--- src/rtl/conv_pkg.sv ---
// Shared definitions for the 3x3 convolution datapath: default image geometry,
// pixel type and window size used by both the window generator and the conv core.
package conv_pkg;

    localparam int DATA_WIDTH_DEF = 8;
    localparam int IMG_WIDTH_DEF  = 28;
    localparam int IMG_HEIGHT_DEF = 28;
    localparam int K              = 3;

    typedef logic signed [DATA_WIDTH_DEF-1:0] pixel_t;

endpackage

--- src/rtl/conv_window_gen_line_buffer.sv ---
// Single-row line buffer: one address per access, returns the old contents of
// that address while the new pixel is written (read-before-write).
module line_buffer
    import conv_pkg::*;
#(
    parameter int DATA_WIDTH = DATA_WIDTH_DEF,
    parameter int DEPTH      = IMG_WIDTH_DEF,
    parameter int ADDR_W     = $clog2(DEPTH)
) (
    input  logic                  clk,
    input  logic                  we_i,
    input  logic [ADDR_W-1:0]     addr_i,
    input  logic [DATA_WIDTH-1:0] wdata_i,
    output logic [DATA_WIDTH-1:0] rdata_o
);

    logic [DATA_WIDTH-1:0] mem_q [DEPTH];

    // Row storage write port; contents are never reset
    always_ff @(posedge clk) begin
        if (we_i) begin
            mem_q[addr_i] <= wdata_i;
        end
    end

    assign rdata_o = mem_q[addr_i];

endmodule

--- src/rtl/conv_window_gen.sv ---
// Turns a raster pixel stream into 3x3 windows for the convolution core, using
// two chained line buffers for the previous rows and a 3x3 shift register.
module conv_window_gen
    import conv_pkg::*;
#(
    parameter int DATA_WIDTH = DATA_WIDTH_DEF,
    parameter int IMG_WIDTH  = IMG_WIDTH_DEF,
    parameter int IMG_HEIGHT = IMG_HEIGHT_DEF,
    parameter int COL_W      = $clog2(IMG_WIDTH),
    parameter int ROW_W      = $clog2(IMG_HEIGHT)
) (
    input  logic                  clk,
    input  logic                  rst,
    input  logic                  valid_in,
    input  logic [DATA_WIDTH-1:0] pixel_in,
    output logic                  valid_out,
    output logic [DATA_WIDTH-1:0] p00,
    output logic [DATA_WIDTH-1:0] p01,
    output logic [DATA_WIDTH-1:0] p02,
    output logic [DATA_WIDTH-1:0] p10,
    output logic [DATA_WIDTH-1:0] p11,
    output logic [DATA_WIDTH-1:0] p12,
    output logic [DATA_WIDTH-1:0] p20,
    output logic [DATA_WIDTH-1:0] p21,
    output logic [DATA_WIDTH-1:0] p22,
    output logic [ROW_W-1:0]      out_row,
    output logic [COL_W-1:0]      out_col,
    output logic                  frame_done
);

    localparam logic [COL_W-1:0] COL_LAST  = COL_W'(IMG_WIDTH - 1);
    localparam logic [ROW_W-1:0] ROW_LAST  = ROW_W'(IMG_HEIGHT - 1);
    localparam logic [COL_W-1:0] COL_FIRST = COL_W'(K - 1);
    localparam logic [ROW_W-1:0] ROW_FIRST = ROW_W'(K - 1);

    logic [COL_W-1:0]      col_q, col_d;
    logic [ROW_W-1:0]      row_q, row_d;
    logic [DATA_WIDTH-1:0] win_q [K][K];
    logic [DATA_WIDTH-1:0] win_d [K][K];
    logic                  valid_q, valid_d;
    logic                  done_q, done_d;
    logic [ROW_W-1:0]      out_row_q, out_row_d;
    logic [COL_W-1:0]      out_col_q, out_col_d;
    logic [DATA_WIDTH-1:0] tap1_s, tap2_s;
    logic                  lb_we_s;

    // A pixel presented while in reset belongs to no frame, so keep it out of the rows
    assign lb_we_s = valid_in & ~rst;

    line_buffer #(
        .DATA_WIDTH (DATA_WIDTH),
        .DEPTH      (IMG_WIDTH),
        .ADDR_W     (COL_W)
    ) u_lb1 (
        .clk     (clk),
        .we_i    (lb_we_s),
        .addr_i  (col_q),
        .wdata_i (pixel_in),
        .rdata_o (tap1_s)
    );

    line_buffer #(
        .DATA_WIDTH (DATA_WIDTH),
        .DEPTH      (IMG_WIDTH),
        .ADDR_W     (COL_W)
    ) u_lb2 (
        .clk     (clk),
        .we_i    (lb_we_s),
        .addr_i  (col_q),
        .wdata_i (tap1_s),
        .rdata_o (tap2_s)
    );

    // Next-state: raster counters, window shift and output qualification
    always_comb begin
        col_d     = col_q;
        row_d     = row_q;
        win_d     = win_q;
        valid_d   = 1'b0;
        done_d    = 1'b0;
        out_row_d = out_row_q;
        out_col_d = out_col_q;
        if (valid_in) begin
            for (int r = 0; r < K; r++) begin
                for (int c = 0; c < K - 1; c++) begin
                    win_d[r][c] = win_q[r][c+1];
                end
            end
            win_d[0][K-1] = tap2_s;
            win_d[1][K-1] = tap1_s;
            win_d[2][K-1] = pixel_in;

            if (col_q == COL_LAST) begin
                col_d = {COL_W{1'b0}};
                if (row_q == ROW_LAST) begin
                    row_d = {ROW_W{1'b0}};
                end else begin
                    row_d = row_q + ROW_W'(1);
                end
            end else begin
                col_d = col_q + COL_W'(1);
            end

            // Columns 0/1 would mix in the tail of the previous row, so they never qualify
            valid_d   = (row_q >= ROW_FIRST) && (col_q >= COL_FIRST);
            done_d    = (row_q == ROW_LAST) && (col_q == COL_LAST);
            out_row_d = row_q - ROW_FIRST;
            out_col_d = col_q - COL_FIRST;
        end else begin
            valid_d = 1'b0;
            done_d  = 1'b0;
        end
    end

    // State and output registers with synchronous reset
    always_ff @(posedge clk) begin
        if (rst) begin
            col_q     <= {COL_W{1'b0}};
            row_q     <= {ROW_W{1'b0}};
            valid_q   <= 1'b0;
            done_q    <= 1'b0;
            out_row_q <= {ROW_W{1'b0}};
            out_col_q <= {COL_W{1'b0}};
            for (int r = 0; r < K; r++) begin
                for (int c = 0; c < K; c++) begin
                    win_q[r][c] <= {DATA_WIDTH{1'b0}};
                end
            end
        end else begin
            col_q     <= col_d;
            row_q     <= row_d;
            valid_q   <= valid_d;
            done_q    <= done_d;
            out_row_q <= out_row_d;
            out_col_q <= out_col_d;
            win_q     <= win_d;
        end
    end

    assign valid_out  = valid_q;
    assign frame_done = done_q;
    assign out_row    = out_row_q;
    assign out_col    = out_col_q;
    assign p00        = win_q[0][0];
    assign p01        = win_q[0][1];
    assign p02        = win_q[0][2];
    assign p10        = win_q[1][0];
    assign p11        = win_q[1][1];
    assign p12        = win_q[1][2];
    assign p20        = win_q[2][0];
    assign p21        = win_q[2][1];
    assign p22        = win_q[2][2];

endmodule

--- config.mk ---
export PLATFORM = sky130hd
export DESIGN_NAME = conv_window_gen
export DESIGN_NICKNAME = d
export VERILOG_FILES = /design/src/rtl/conv_pkg.sv /design/src/rtl/conv_window_gen_line_buffer.sv /design/src/rtl/conv_window_gen.sv
export SDC_FILE = /design/constraint.sdc
export NUM_CORES = 1
export LEC_CHECK = 0
export ABC_AREA = 1
export CELL_PAD_IN_SITES_DETAIL_PLACEMENT = 1
export CELL_PAD_IN_SITES_GLOBAL_PLACEMENT = 2
export CORE_MARGIN = 2
export CORE_UTILIZATION = 36
export DETAILED_ROUTE_END_ITERATION = 10
export PLACE_DENSITY_LB_ADDON = 0.1
export SYNTH_ARGS = -nofsm -noshare
export SYNTH_HDL_FRONTEND = slang
export SYNTH_SLANG_ARGS = --single-unit
--- constraint.sdc ---
create_clock -name clk -period 2.5 [get_ports clk]
set_input_delay 0.625 -clock clk [delete_from_list [all_inputs] [get_ports clk]]
set_output_delay 0.625 -clock clk [all_outputs]
set_load 0.05 [all_outputs]
After elaboration in Yosys (flattened, before gate mapping)
Memories as Yosys holds them, arrays and structs flattened. A register that Yosys moved wholly into a read port is not among the register bits.
Index checks and enable logic that the tools add are counted.

operators by class
  add/subtract/negate cells = 4
  order comparisons = 2
  eq/ne operators = 2
  muxes and demuxes = 6
  bitwise logic cells = 3
  reductions and logical operators = 4

operators by type and width
  operator               number
  $mux W5                4
  $add A5 B1 Y5 const B  2
  $eq A5 B5 Y1 const B   2
  $ge A5 B2 Y1 const B   2
  $sub A5 B2 Y5 const B  2
  $logic_and A1 B1 Y1    2
  $mux W1                2
  $not A1 Y1             2
  $reduce_and A2 Y1      1
  $reduce_or A2 Y1       1
  $and A1 B1 Y1          1

storage, ports and cells
  register bits = 86
  RAM bits = 448
  bits of input ports = 11
  output and inout bits = 84
  memories = 2

memory list
  name         depth  width  rd ports  clocked after memory_dff  write ports  RTL line                           text
  u_lb1.mem_q  28     8      1         1                         1            conv_window_gen_line_buffer.sv:17  logic [DATA_WIDTH-1:0] mem_q [DEPTH];
  u_lb2.mem_q  28     8      1         1                         1            conv_window_gen_line_buffer.sv:17

Depth between registers and ports, before layout
Gate-level depths: netlist of run 1.

  word-level depth = 4
  mapped depth = 12

Hierarchy
A second synthesis of run 1 with hierarchy kept.

second synthesis, totals
  cell total of the unflattened synthesis = 2277
  area total of the unflattened synthesis = 22392.7 sq um

by module, submodules not included
  module           instances  cells an instance  area an instance (sq um)  seq. area each (sq um)
  line_buffer      2          909                9414.0                    6726.5
  conv_window_gen  1          459                3564.7                    1881.8

Worst setup path before layout of run 1
No wires, ideal clock.

  path kind = input to register
  start point = input valid_in
  end point = memory u_lb1.mem_q[0][0] in the netlist's numbering, enable pin
  setup time = 388 ps
  arrival time = 2009 ps
  required time = 2112 ps
  slack = 103 ps
  stages on the path = 5
  cell sequence = buf_2 -> inv_2 -> nor2_1 -> nand2_1 -> nor2_1

on the way
  cells in the longest elaborated chain, start to end = 3

ends and longest elaborated chain
  item                           RTL line                           text
  start, declared                conv_window_gen.sv:14              input logic valid_in,
  $and A1 B1 Y1                  conv_window_gen.sv:48              assign lb_we_s = valid_in & ~rst;
  $mux W1                        conv_window_gen_line_buffer.sv:21  if (we_i) begin
  $mux W1 (implied by the code)  conv_window_gen_line_buffer.sv:22  mem_q[addr_i] <= wdata_i;
  end, declared                  conv_window_gen_line_buffer.sv:17

Every way passes these cells.

Worst setup path in the final report of run 1
  start point = register win_q (netlist bit p20[2])
  end point = output p20[2]

RTL lines
  item                             RTL line                text
  start, declared                  conv_window_gen.sv:38   logic [DATA_WIDTH-1:0] win_q [K][K];
  start signal, assigned by index  conv_window_gen.sv:126  win_q[r][c] <= {DATA_WIDTH{1'b0}};
  start signal, assigned           conv_window_gen.sv:136  win_q <= win_d;
  end, declared                    conv_window_gen.sv:23   output logic [DATA_WIDTH-1:0] p20,

No word-level cell between the ends.

==> results.cfg, run 1 <==
[global_routing]
grt_pass1_vias = 16000
tot_gr_track_use_pct = 22.3
grt_max_degree = 89
antenna_found_initial = 3
globalRouteOverflowTotal = 0
grt_pass1_wl_um = 105000

[setup_path]
critical-path-max-stage-delay_ns = 0.87
crit_slowest_cell = sky130_fd_sc_hd__clkdlybuf4s50_1
rrSetupSlack_ns = 0.24
cp_max_fo = 2
critical_path.cell_chain = clkdlybuf4s50_1
crit_reg_reg_endpoint = u_lb2.mem_q[22][5]
timing.critical_path.to_type = output pin
cp.buffers_inverters = 1
worst_ep_arrival_time_ns = 1.83
crit_type = flop to output pin
worst_ep_required_time_ns = 1.88
critical_path.startpoint_type = flop
reg2regPathDepth = 8
cpLargestDelayFamily = buffers and inverters

[placement]
gp_routability_congestion = 0.841
port_buffers = 94
dp_hpwl_um = 46500
numPlacedInstances = 3015

[pwr]
power_uw = 20700
pwr-share-comb_pct = 11.5
leakage_power_uw = 0.0107
cellPowerDensity_nw_per_um2 = 775
intPower_uw = 15300
power_frac_clock_pct = 39.5
switching_share_pct = 26.1
maximum_vdd_drop_mv = 0.505
power.share.sequential_pct = 49.1
switching_power_uw = 5410

[routing]
wirelength_um = 71000
routed_via_density = 4.99
routed-via-count = 15600
wire_per_inst_um = 22.7
drt-initial-drc-count = 1205
detailedRoute.firstPassIterationCount = 5
detail-route-antenna-nets = 0
drc = 0

[floorplanning]
die-width_um = 253
chipHeight_um = 253
fp-row-count = 91
initial_util_pct = 36.3
core-area_sq_um = 61500
number_of_ports_placed_on_the_die_boundary = 95
die-area_sq_um = 64000

[logic_synthesis]
mean_instance_size_in_the_synthesized_netlist_sq_um = 10.5
number_of_flops_mapped_to_enable_cells_by_yosys = 448
synthFlopType = sky130_fd_sc_hd__edfxtp_1
synth_cells = 2133
syn-num-nets = 2155
synth-seq-cells = 547
synthTopCellsByCount = sky130_fd_sc_hd__nand2_1, sky130_fd_sc_hd__edfxtp_1, sky130_fd_sc_hd__nor2_1, sky130_fd_sc_hd__nand3_1, sky130_fd_sc_hd__inv_1
synth_largest_type_area_fraction_pct = 60.3
synthMostInstantiatedCell = sky130_fd_sc_hd__nand2_1
proportion_of_synthesized_flip_flops_having_asynchronous_set_or_reset_pct = 0
synth_area_leaders = sky130_fd_sc_hd__edfxtp_1, sky130_fd_sc_hd__dfxtp_1, sky130_fd_sc_hd__nand2_1
synth_seq_area_share_pct = 69.2
yosys_warnings = 0
cell_accounting_for_the_most_synthesized_area = sky130_fd_sc_hd__edfxtp_1
synth.cell_area_sq_um = 22300
synthDistinctLibCells = 34

[min_path]
worstHoldStart = out_col[0]
hold_class = flop to flop
hold-path-endpoint = out_col[0]
hold_depth = 2

[layout]
final-instance-count-excl-fill = 3125
filler_cell_count = 6698
fin_util_pct = 43.6
fraction_of_final_layout_cells_sized_beyond_drive_strength_1_pct = 9.76
layout-area-overhead-vs-synth_pct = 20.1
num_antenna_cells = 0
layout.nets = 2308

[sta]
timing.final.setup_violations = 0
finalHoldWorstSlack_ns = 0.471
clock-skew-final_ns = 0.0238
finalCritPeriodShare_pct = 98.2
max_slew_margin_pct = 41.4
maxClockFrequency_mhz = 407
report.final.slew_viol_count = 0
post-route-min-period_ns = 2.46
actual_slew_at_the_worst_max_slew_pin_ns = 0.876
finalHoldViolations = 0
rsz_0062_raised_after_global_routing = no

[cts]
h-tree-depth = 2
tritoncts = yes
clk_pin_slew_ns = 0.06
clock_tree.root_cell = sky130_fd_sc_hd__clkbuf_16
cts-root-to-sink-buffers = 3
numClockSinks = 547
clock_latency_on_the_worst_skew_pair_ns = 0.63
cts_hold_repair.buffers = 0
tritoncts.num_buffers = 59

[status]
run_status = finished, final reports clean

[flow_run]
timing.max_cap.violations = 0
-- flip-flops by register name, indices dropped and copies added (netlist names), named ones only --
name         flops
u_lb1.mem_q    224
p22              8
p02              8
p12              8
out_row          5
p20              8
p10              8
row_q            5
frame_done       1
col_q            5
p00              8
out_col          5
u_lb2.mem_q    224
valid_out        1
p21              8
p11              8
p01              8
-- power groups by stage --
stage          clock network (uW)  logic (uW)  registers (uW)
2_1_floorplan                   0         920           10700
3_3_place_gp                    0        2410           10400
3_5_place_dp                    0        2430           10400
4_1_cts                      8390        2420           10200
5_1_grt                      8690        2570           10200
6_report                     8190        2380           10200
-- layout by cell type, fill, tap and decap left out, types with 3 or more instances in the layout --
cell / synthesis / layout
sky130_fd_sc_hd__nand2_1: 522 / 522
sky130_fd_sc_hd__edfxtp_1: 448 / 448
sky130_fd_sc_hd__nor2_1: 282 / 275
sky130_fd_sc_hd__nand3_1: 219 / 219
sky130_fd_sc_hd__inv_1: 186 / 185
sky130_fd_sc_hd__o21ai_0: 148 / 148
sky130_fd_sc_hd__dfxtp_1: 99 / 95
sky130_fd_sc_hd__buf_4: 11 / 79
sky130_fd_sc_hd__clkdlybuf4s50_1: 0 / 69
sky130_fd_sc_hd__clkbuf_16: 0 / 61
sky130_fd_sc_hd__a21oi_1: 37 / 37
sky130_fd_sc_hd__buf_12: 0 / 35
sky130_fd_sc_hd__clkinv_1: 1 / 17
sky130_fd_sc_hd__dlygate4sd2_1: 0 / 15
sky130_fd_sc_hd__o21ai_1: 13 / 13
sky130_fd_sc_hd__clkinv_2: 0 / 13
sky130_fd_sc_hd__o22ai_1: 12 / 12
sky130_fd_sc_hd__ha_1: 11 / 11
sky130_fd_sc_hd__clkbuf_1: 49 / 9
sky130_fd_sc_hd__dlymetal6s2s_1: 0 / 9
sky130_fd_sc_hd__inv_2: 7 / 7
sky130_fd_sc_hd__nor2_2: 0 / 7
sky130_fd_sc_hd__clkinvlp_4: 0 / 7
sky130_fd_sc_hd__o211ai_1: 4 / 4
sky130_fd_sc_hd__o221ai_1: 4 / 4
sky130_fd_sc_hd__nor3_1: 4 / 4
sky130_fd_sc_hd__or2_2: 3 / 3
sky130_fd_sc_hd__xor2_1: 3 / 3
sky130_fd_sc_hd__nand2_4: 3 / 3
-- cell families (layout without fill, tap and decap cells) --
| kind of cell | after synthesis | count (layout) | share of synthesized area, % |
|---|---|---|---|
| fa+ha+maj | 11 | 11 | 0.617 |
| simple gates | 1041 | 1041 | 19.1 |
| compound gates | 221 | 221 | 5.17 |
| buf+inv | 310 | 512 | 5.82 |
| xor+xnor | 3 | 3 | 0.118 |
| flops | 547 | 547 | 69.2 |
-- cell type report --
type / instances / area [sq um] / share of cell area (%)
sequential: 547 / 15400 / 57.7
multi-input combinational: 1276 / 5590 / 20.9
timing repair buffer: 207 / 2230 / 8.32
clock buffer: 72 / 1590 / 5.93
tap: 790 / 988 / 3.69
inverter: 195 / 736 / 2.75
clock inverter: 38 / 216 / 0.808
-- timing repair --
action / in CTS / in global routing
setup buffers: 0 / 0
setup endpoints to repair: 15 / 9
gates resized for setup: 15 / 9
cloned: 0 / 0
-- metrics by stage --
step	setup TNS, ns	setup slack (ns)	instance area, sq um
4_1_cts	0	0.00178	26800
2_1_floorplan	0	0.103	22300
3_5_place_dp	-0.0764	-0.0385	25000
5_1_grt	0	0.000186	26800
3_3_place_gp	-0.0780	-0.0393	25000
6_report	0	0.0448	26800
-- layer usage --
metal / GRT usage [%] / vias up / routed length [um] / share of wire, %
met5: 0 / - / 12 / 0.017
met2: 37.6 / 273 / 34600 / 49
li1: - / 7407 / - / -
met1: 29.8 / 7803 / 31600 / 45
met3: 3.60 / 100 / 2930 / 4.1
met4: 6.15 / 2 / 1780 / 2.5
-- how the worst max path moves through the flow --
stage	start	to	slack, ns	cells past startpoint
after CTS	p01[6]	p01[6]	0.002	1
after global routing	p01[5]	p01[5]	0.0002	1
after global placement	rst	flop	-0.04	6
final	p20[2]	p20[2]	0.04	1
after detailed placement	rst	flop	-0.04	6
after floorplan	valid_in	u_lb1.mem_q[0][0]	0.10	5
(Power assumes the default switching activity.)
==> run 2: changes to the inputs <==
Settings changed: TNS_END_PERCENT set to 20.
==> results of run 2 <==
Final layout, timing and power as in run 1 (identical DEF).
